## config.mk

```make
export PLATFORM = sky130hd
export DESIGN_NAME = unit_wb_buffer_flat
export DESIGN_NICKNAME = d
export VERILOG_FILES = /design/src/rtl/unit_wb_buffer_pkg.sv /design/src/rtl/unit_wb_buffer_if.sv /design/src/rtl/unit_wb_buffer_storage.sv /design/src/rtl/unit_wb_buffer.sv /design/src/flat_wrapper.sv
export SDC_FILE = /design/constraint.sdc
export NUM_CORES = 1
export LEC_CHECK = 0
export CORE_AREA = 2 2 104 106
export CTS_CLUSTER_SIZE = 30
export DETAILED_ROUTE_END_ITERATION = 10
export DIE_AREA = 0 0 106 108
export HOLD_SLACK_MARGIN = 0.1
export PLACE_DENSITY = 0.77
export SETUP_SLACK_MARGIN = 0.5
export SYNTH_ARGS = -nofsm -noshare
export SYNTH_HDL_FRONTEND = slang
export SYNTH_SLANG_ARGS = --single-unit
export TNS_END_PERCENT = 20
```

## constraint.sdc

```tcl
create_clock -name clk -period 4.5 [get_ports clk]
set_input_delay 0.9 -clock clk [delete_from_list [all_inputs] [get_ports clk]]
set_output_delay 0.9 -clock clk [all_outputs]
set_load 0.01 [all_outputs]
```

## src/rtl/unit_wb_buffer_pkg.sv

```systemverilog
// Shared types for the unit writeback buffer: result width and the buffered entry layout.
package unit_wb_buffer_pkg;

  localparam int unsigned XLEN = 32;

  // Extension point: later fields (e.g. id) are added here and flow through storage unchanged.
  typedef struct packed {
    logic [XLEN-1:0] rd;
  } wb_buffer_entry_t;

endpackage

```

## src/rtl/unit_wb_buffer_if.sv

```systemverilog
// Unit-to-writeback handshake: the unit presents a result, writeback signals acceptance.
interface unit_wb_buffer_if;
  import unit_wb_buffer_pkg::*;

  logic            done_next_cycle;
  logic [XLEN-1:0] rd;
  logic            accepted;

  modport master (
    output done_next_cycle,
    output rd,
    input  accepted
  );

  modport slave (
    input  done_next_cycle,
    input  rd,
    output accepted
  );

endinterface

```

## src/rtl/unit_wb_buffer_storage.sv

```systemverilog
// Result storage: one synchronous write port at tail, one asynchronous read port at head.
module unit_wb_buffer_storage
  import unit_wb_buffer_pkg::*;
#(
  parameter int unsigned DEPTH = 4,
  localparam int unsigned PtrW = $clog2(DEPTH)
) (
  input  logic             clk,
  input  logic             we,
  input  logic [PtrW-1:0]  waddr,
  input  wb_buffer_entry_t wdata,
  input  logic [PtrW-1:0]  raddr,
  output wb_buffer_entry_t rdata
);

  // No reset on the array: occupancy is tracked by the parent, so stale contents are never exposed.
  wb_buffer_entry_t mem_q [DEPTH];

  always_ff @(posedge clk) begin
    if (we) begin
      mem_q[waddr] <= wdata;
    end
  end

  assign rdata = mem_q[raddr];

endmodule

```

## src/rtl/unit_wb_buffer.sv

```systemverilog
// Writeback-side transmitter for fixed-latency units: in-order result buffer with credit-based
// issue back-pressure so no result is ever dropped regardless of writeback acceptance latency.
module unit_wb_buffer
  import unit_wb_buffer_pkg::*;
#(
  parameter int unsigned DEPTH = 4
) (
  input  logic             clk,
  input  logic             rst,
  input  logic             issue_new_request,
  output logic             issue_ready,
  input  logic             result_valid,
  input  logic [XLEN-1:0]  result_data,
  unit_wb_buffer_if.master wb,
  output logic             protocol_err
);

  localparam int unsigned PtrW = $clog2(DEPTH);
  localparam int unsigned CntW = PtrW + 1;
  localparam logic [CntW:0] DepthLim = (CntW + 1)'(DEPTH);

  logic [CntW-1:0] in_flight_q, in_flight_d;
  logic [CntW-1:0] count_q, count_d;
  logic [PtrW-1:0] head_q, head_d;
  logic [PtrW-1:0] tail_q, tail_d;
  logic            err_q, err_d;

  logic             issue_fire, result_ok, result_err, pop, pop_err, has_data;
  logic [CntW:0]    credits_used;
  wb_buffer_entry_t head_entry;
  wb_buffer_entry_t write_entry;

  // Every issued-but-unaccepted op holds a credit until its result is popped.
  assign credits_used = {1'b0, in_flight_q} + {1'b0, count_q};
  assign issue_ready  = ~rst & (credits_used < DepthLim);

  assign has_data   = (count_q != '0);
  assign issue_fire = issue_new_request & issue_ready;
  assign result_ok  = result_valid & (in_flight_q != '0);
  assign result_err = result_valid & (in_flight_q == '0);
  assign pop        = wb.accepted & has_data;
  assign pop_err    = wb.accepted & ~has_data;

  always_comb begin
    in_flight_d = in_flight_q;
    count_d     = count_q;
    if (issue_fire && !result_ok) begin
      in_flight_d = in_flight_q + CntW'(1);
    end else if (!issue_fire && result_ok) begin
      in_flight_d = in_flight_q - CntW'(1);
    end
    if (result_ok && !pop) begin
      count_d = count_q + CntW'(1);
    end else if (!result_ok && pop) begin
      count_d = count_q - CntW'(1);
    end
    head_d = head_q + PtrW'(pop);
    tail_d = tail_q + PtrW'(result_ok);
    err_d  = err_q | result_err | pop_err;
  end

  always_ff @(posedge clk) begin
    if (rst) begin
      in_flight_q <= '0;
      count_q     <= '0;
      head_q      <= '0;
      tail_q      <= '0;
      err_q       <= 1'b0;
    end else begin
      in_flight_q <= in_flight_d;
      count_q     <= count_d;
      head_q      <= head_d;
      tail_q      <= tail_d;
      err_q       <= err_d;
    end
  end

  assign write_entry = '{rd: result_data};

  unit_wb_buffer_storage #(
    .DEPTH (DEPTH)
  ) u_storage (
    .clk   (clk),
    .we    (result_ok),
    .waddr (tail_q),
    .wdata (write_entry),
    .raddr (head_q),
    .rdata (head_entry)
  );

  // Masked when empty so unwritten or stale slots never reach writeback.
  assign wb.done_next_cycle = has_data;
  assign wb.rd              = has_data ? head_entry.rd : '0;
  assign protocol_err       = err_q;

endmodule

```

## src/flat_wrapper.sv

```systemverilog
// flat-port wrapper written by rule: the top's interface ports become plain ports
module unit_wb_buffer_flat import unit_wb_buffer_pkg::*;
#(
  parameter int unsigned DEPTH = 4
)
  (clk, rst, issue_new_request, issue_ready, result_valid, result_data, protocol_err, wb_done_next_cycle, wb_rd, wb_accepted);
  unit_wb_buffer_if wb_i ();
  input  logic clk;
  input  logic rst;
  input  logic issue_new_request;
  output logic issue_ready;
  input  logic result_valid;
  input  logic [XLEN-1:0] result_data;
  output logic protocol_err;
  output wire logic [$bits(wb_i.done_next_cycle)-1:0] wb_done_next_cycle;
  output wire logic [$bits(wb_i.rd)-1:0] wb_rd;
  input wire logic [$bits(wb_i.accepted)-1:0] wb_accepted;
  assign wb_done_next_cycle = wb_i.done_next_cycle;
  assign wb_rd = wb_i.rd;
  assign wb_i.accepted = wb_accepted;
  unit_wb_buffer #(.DEPTH(DEPTH)) u_core (.clk(clk), .rst(rst), .issue_new_request(issue_new_request), .issue_ready(issue_ready), .result_valid(result_valid), .result_data(result_data), .wb(wb_i), .protocol_err(protocol_err));
endmodule
```

Word-level counts from Yosys, hierarchy flattened
Memories as Yosys holds them, arrays and structs flattened. A register that Yosys moved wholly into a read port is not among the register bits.
Index checks and enable logic that the tools add are counted.
Word-level totals
  bits in registers: 11
  RAM bits: 128
  output and inout port bits: 35
  word-level logic and storage cells: 44
  memories: 1
Cells by class
  add/subtract/negate cells: 7
  order comparisons: 1
  multiplexer cells: 8
  bitwise gates (word level): 10
  reduce and logical (&&, ||, !) cells: 12
Memory list
  u_core.u_storage.mem_q: words 4, width 32, read ports 1, clocked after memory_dff 1, write ports 1, line unit_wb_buffer_storage.sv:17  | wb_buffer_entry_t mem_q [DEPTH];
Operators with widths (number)
  32-bit two-way mux: 1
  3-bit two-way mux: 4
  3-bit by 1-bit adder with 3-bit output, second input constant: 2
  1-bit bitwise AND: 6
  3-bit nonzero test: 2
  3-bit by 1-bit subtractor with 3-bit output, second input constant: 2
  2-bit by 1-bit adder with 2-bit output: 2
  3-bit by 3-bit adder with 4-bit output: 1
  1-bit logical AND: 4
  4-bit by 3-bit less-than comparator with 1-bit output, second input constant: 1
  2-bit nonzero test: 2
  1-bit logical NOT: 3
  3-bit logical NOT: 1
  1-bit two-way mux: 2
  2-bit two-way mux: 1
  1-bit inverter: 2
  1-bit bitwise OR: 2

Depth between registers and ports, before layout
  depth after elaboration: 8
  gate-level depth with buffers: 10

Hierarchy
From an unflattened synthesis, not the netlist that was laid out.
Second synthesis, totals
  cells, all modules: 262
  area total of the unflattened synthesis: 5464.0 um^2
Modules (own cells, without submodules)
  unit_wb_buffer_storage: instances 1, cells each 171, area an instance 4689.5 um^2
  unit_wb_buffer: instances 1, cells each 91, area an instance 774.5 um^2

Least setup slack after synthesis
No wires, ideal clock.
  path kind: input -> register
  start: input result_valid
  end: memory u_core.u_storage.mem_q[1][0] (netlist bit) (enable)
  arrival: 3.432 ns
  required time: 4.032 ns
  path slack: 0.600 ns
  stages on the path: 2
  path buffers: 0
  cells stage by stage: nand2b_1 -> nor3b_1
On the way
  longest elaborated chain between the ends: 3
RTL lines
  start, declared: line flat_wrapper.sv:12  | input logic result_valid;
  1-bit bitwise AND: line unit_wb_buffer.sv:39  | assign result_ok = result_valid & (in_flight_q != '0);
  1-bit two-way mux: line unit_wb_buffer_storage.sv:20  | if (we) begin
  1-bit two-way mux (not written as such): line unit_wb_buffer_storage.sv:21  | mem_q[waddr] <= wdata;
  end, declared: line unit_wb_buffer_storage.sv:17
Every way passes these cells.

Final worst setup path
  start: input rst
  end: output issue_ready
On the way
  longest elaborated chain between the ends: 2
RTL lines
  start, declared: line flat_wrapper.sv:9  | input logic rst;
  1-bit inverter: line unit_wb_buffer.sv:35  | assign issue_ready = ~rst & (credits_used < DepthLim);
  1-bit bitwise AND: line unit_wb_buffer.sv:35
  end, declared: line flat_wrapper.sv:11  | output logic issue_ready;
Every way passes these cells.

==> flow_summary.html <==
<table>
<tr><th>Metric</th><th>Value</th></tr>
<tr><th colspan="2">Cells and area</th></tr>
<tr><td>Final-layout fill cell count</td><td>672</td></tr>
<tr><td>Sequential cell area</td><td>4070 um^2</td></tr>
<tr><td>Fraction of final layout cells sized beyond drive strength 1</td><td>20.2%</td></tr>
<tr><td>Layout Area Growth over Synthesis</td><td>26.1%</td></tr>
<tr><td>Ant. Diodes</td><td>0</td></tr>
<tr><td>Count of placed standard cells in the final layout, fillers left out</td><td>497</td></tr>
<tr><td>Area of the multi-input gates</td><td>1280 um^2</td></tr>
<tr><td>Number of nets at the end of the flow</td><td>393</td></tr>
<tr><th colspan="2">Yosys</th></tr>
<tr><td>Post-synthesis instance total</td><td>263</td></tr>
<tr><td>Seq cells post-synth</td><td>139</td></tr>
<tr><td>Number of library cell types mapped by synthesis</td><td>28</td></tr>
<tr><td>Mapped Nets</td><td>308</td></tr>
<tr><td>Mean post-synth cell area</td><td>20.7 um^2</td></tr>
<tr><td>Sequential-to-total area share from yosys stat</td><td>74.6%</td></tr>
<tr><td>Post-Synthesis Cell Area</td><td>5450 um^2</td></tr>
<tr><td>Yosys warnings</td><td>0</td></tr>
<tr><th colspan="2">CTS</th></tr>
<tr><td>Buffer type at the clock tree root</td><td>sky130_fd_sc_hd__clkbuf_8</td></tr>
<tr><td>Bufs on Longest Clock Path</td><td>2</td></tr>
<tr><td>Clock latency at the later pin of the worst-skew pair</td><td>0.50 ns</td></tr>
<tr><td>Clock transition at the registers of the reported paths</td><td>0.06 ns</td></tr>
<tr><td>TritonCTS sink count</td><td>139</td></tr>
<tr><td>Post-CTS Setup Inserts</td><td>0</td></tr>
<tr><td>Number of resized instances in the post-cts repair step</td><td>0</td></tr>
<tr><td>TritonCTS clock tree</td><td>done</td></tr>
<tr><td>Clock buffer count from CTS</td><td>17</td></tr>
<tr><td>Quantity of hold-fixing buffers added after cts</td><td>0</td></tr>
<tr><td>Number of levels the H-tree was split into</td><td>4</td></tr>
<tr><th colspan="2">Drt</th></tr>
<tr><td>Via density</td><td>5.36</td></tr>
<tr><td>Overall routed net length</td><td>9.32 mm</td></tr>
<tr><td>Number of remaining DRC errors</td><td>0</td></tr>
<tr><td>Vias after detailed routing</td><td>2662</td></tr>
<tr><td>Number of antenna-violating nets in the routed design</td><td>0</td></tr>
<tr><td>Average wire per standard cell</td><td>18.8 um</td></tr>
<tr><td>Starting DRC count in detailed routing</td><td>128</td></tr>
<tr><td>Detailed Routing Iterations Pass 1</td><td>4</td></tr>
<tr><th colspan="2">Setup path</th></tr>
<tr><td>Worst setup path class</td><td>in2out</td></tr>
<tr><td>Crit-path most repeated cell</td><td>sky130_fd_sc_hd__clkdlybuf4s50_1</td></tr>
<tr><td>Critical Path Start Type</td><td>input pin</td></tr>
<tr><td>Cell type group with the largest total delay on the critical path</td><td>buffers and inverters</td></tr>
<tr><td>Cell with the largest stage delay on the worst path</td><td>sky130_fd_sc_hd__clkdlybuf4s50_1</td></tr>
<tr><td>Kind of end point of the critical path</td><td>primary output</td></tr>
<tr><td>CP max FO</td><td>12</td></tr>
<tr><td>Number of buffer and inverter instances along the worst setup path</td><td>2</td></tr>
<tr><td>Highest cell delay on the worst timing path</td><td>0.62 ns</td></tr>
<tr><td>Required time of the critical path</td><td>3.60 ns</td></tr>
<tr><td>R2R Setup Slk</td><td>1.79 ns</td></tr>
<tr><td>Critical Path AT</td><td>2.86 ns</td></tr>
<tr><td>Cells along the critical path</td><td>clkdlybuf4s50_1 &gt; or4_1 &gt; a31oi_1 &gt; clkdlybuf4s50_1</td></tr>
<tr><th colspan="2">Global routing</th></tr>
<tr><td>Largest net degree at the start of global routing</td><td>35</td></tr>
<tr><td>Total congestion overflow after global routing</td><td>0</td></tr>
<tr><td>Initial antenna violation count</td><td>0</td></tr>
<tr><td>Tot GR Track Use</td><td>17.7%</td></tr>
<tr><td>Vias in the first global route</td><td>2888</td></tr>
<tr><td>Global-route wire length before repair</td><td>14.7 mm</td></tr>
<tr><th colspan="2">Floorplanning</th></tr>
<tr><td>Starting Density</td><td>53.3%</td></tr>
<tr><td>Core Region</td><td>10200 um^2</td></tr>
<tr><td>Rows</td><td>37</td></tr>
<tr><td>I/O Pins</td><td>72</td></tr>
<tr><td>Height of the die</td><td>108 um</td></tr>
<tr><td>Floorplan die area</td><td>11400 um^2</td></tr>
<tr><td>Chip Width</td><td>106 um</td></tr>
<tr><th colspan="2">STA</th></tr>
<tr><td>Actual transition at the worst max-transition pin</td><td>1.01 ns</td></tr>
<tr><td>Total count of hold-check failures in the final report</td><td>0</td></tr>
<tr><td>Maximum clock skew at final layout</td><td>0.00595 ns</td></tr>
<tr><td>Count of endpoints failing setup in the final report</td><td>0</td></tr>
<tr><td>Period utilisation layout</td><td>83.5%</td></tr>
<tr><td>Setup tns final</td><td>0 ns</td></tr>
<tr><td>Max transition margin</td><td>32.4%</td></tr>
<tr><td>Final critical delay including setup and external delays</td><td>3.76 ns</td></tr>
<tr><td>Maximum clock frequency</td><td>266 MHz</td></tr>
<tr><td>Final Slew Violations</td><td>0</td></tr>
<tr><td>Setup repair after global routing missed its margin</td><td>no</td></tr>
<tr><th colspan="2">Placement</th></tr>
<tr><td>Post-DP HPWL</td><td>5.45 mm</td></tr>
<tr><td>Port-buffer cells</td><td>71</td></tr>
<tr><td>Gp weighted congestion</td><td>0.698</td></tr>
<tr><td>Total placed cells including tap cells</td><td>465</td></tr>
<tr><th colspan="2">Worst hold path</th></tr>
<tr><td>Worst hold path type</td><td>reg2reg</td></tr>
<tr><th colspan="2">Power and ir drop</th></tr>
<tr><td>Peak supply drop</td><td>337 uV</td></tr>
<tr><td>Power per Cell Area</td><td>614 nW/um^2</td></tr>
<tr><td>Cell leakage power</td><td>2.27 nW</td></tr>
<tr><th colspan="2">Run status</th></tr>
<tr><td>Result of the run</td><td>finished clean</td></tr>
<tr><th colspan="2">Flow run</th></tr>
<tr><td>Max-cap check violation count</td><td>0</td></tr>
</table>
synth_stat cells (all sizes together):
cell type	number	area share, %
a21oi	2	0.18
nand2	1	0.069
nor3b	2	0.28
and3	1	0.11
fa	2	0.73
buf	7	1.6
xnor2	2	0.32
and2	33	3.8
mux2i	2	0.37
mux4	32	13
ha	6	1.4
clkbuf	5	0.34
nor3	3	0.28
dfxtp	11	4.0
or3	2	0.23
inv	5	0.34
nor2	7	0.48
or4	1	0.14
xor2	4	0.64
o21ai	2	0.18
nor2b	2	0.23
edfxtp	128	71
a31oi	1	0.11
nand2b	1	0.11
a221oi	1	0.16
routing by layer:
layer | wire (um) | global-route usage [%]
met3 | 318 | 4.64
met4 | 149 | 6.77
met2 | 4910 | 30.2
met1 | 3940 | 22.1
met5 | 0 | 0
registers in the layout, summed over array words and instances, names as in the netlist:
| name | cells |
|---|---|
| u_core.u_storage.mem_q | 128 |
| u_core.protocol_err | 1 |
| u_core.tail_q | 2 |
| u_core.head_q | 2 |
| u_core.in_flight_q | 3 |
| u_core.count_q | 3 |
logic make-up (layout without fill, tap and decap cells):
logic type / Yosys count / after routing / synth area share (%)
muxes: 34 / 34 / 13.7
DFF: 139 / 139 / 74.6
buffers and inverters: 17 / 115 / 2.27
and+or+nand+nor: 53 / 53 / 5.72
adders and majority gates: 8 / 8 / 2.11
xor gates and xnor gates: 6 / 6 / 0.964
AOI/OAI and AO/OA: 6 / 6 / 0.643
final timing paths:
| kind | startpoint | to | cells after the start |
|---|---|---|---|
| worst min register to register | u_core.protocol_err | u_core.protocol_err | 2 |
| worst min-delay path | u_core.protocol_err | u_core.protocol_err | 2 |
| worst max-delay path | rst | issue_ready | 4 |
| worst max register to register | u_core.count_q[2] | u_core.in_flight_q[2] | 10 |
power by group:
group,internal (mW),switching [mW]
sequential,1.59,0.116
combinational,0.710,0.509
clock,0.789,0.507
worst min-delay path, stage by stage, from the launching register on:
cell                       delay (ns)
sky130_fd_sc_hd__dfxtp_1         0.33
sky130_fd_sc_hd__a221oi_1        0.05
sky130_fd_sc_hd__nor2_1          0.09
through the flow:
stage | power (mW) | setup WS, ns | area [um^2] | hold WS (ns) | utilization (%)
after floorplan | 2.48 | 0.600 | 5450 | 0.475 | -
after global placement | 2.94 | 0.799 | 6310 | 0.497 | 61.7
after detailed placement | 2.97 | 0.749 | 6310 | 0.486 | 61.7
after CTS | 4.28 | 0.745 | 6870 | 0.511 | 67.2
after global routing | 4.44 | 0.654 | 6870 | 0.552 | 67.2
final | 4.22 | 0.742 | 6870 | 0.515 | 67.2
layout make-up:
type	count	area share, %
multi-input cells	107	18.6
flip-flops and latches	139	59.2
clock inverters	14	2.13
repair buffers	78	11.3
well taps	136	2.48
clock buffers	18	6.08
inverters	5	0.273
placed cells by master (no fill, tap or decap), drive strengths merged, types with 2 or more instances in the layout:
cell           Yosys  final
edfxtp           128    128
clkdlybuf4s50      0     71
and2              33     33
mux4              32     32
clkbuf             5     18
dfxtp             11     11
inv                5      8
nor2               7      7
buf                7      7
ha                 6      6
clkinvlp           0      5
xor2               4      4
clkinv             0      4
nor3               3      3
nor3b              2      2
mux2i              2      2
nor2b              2      2
xnor2              2      2
o21ai              2      2
or3                2      2
a21oi              2      2
fa                 2      2
bufinv             0      2
(Power assumes the default switching activity.)
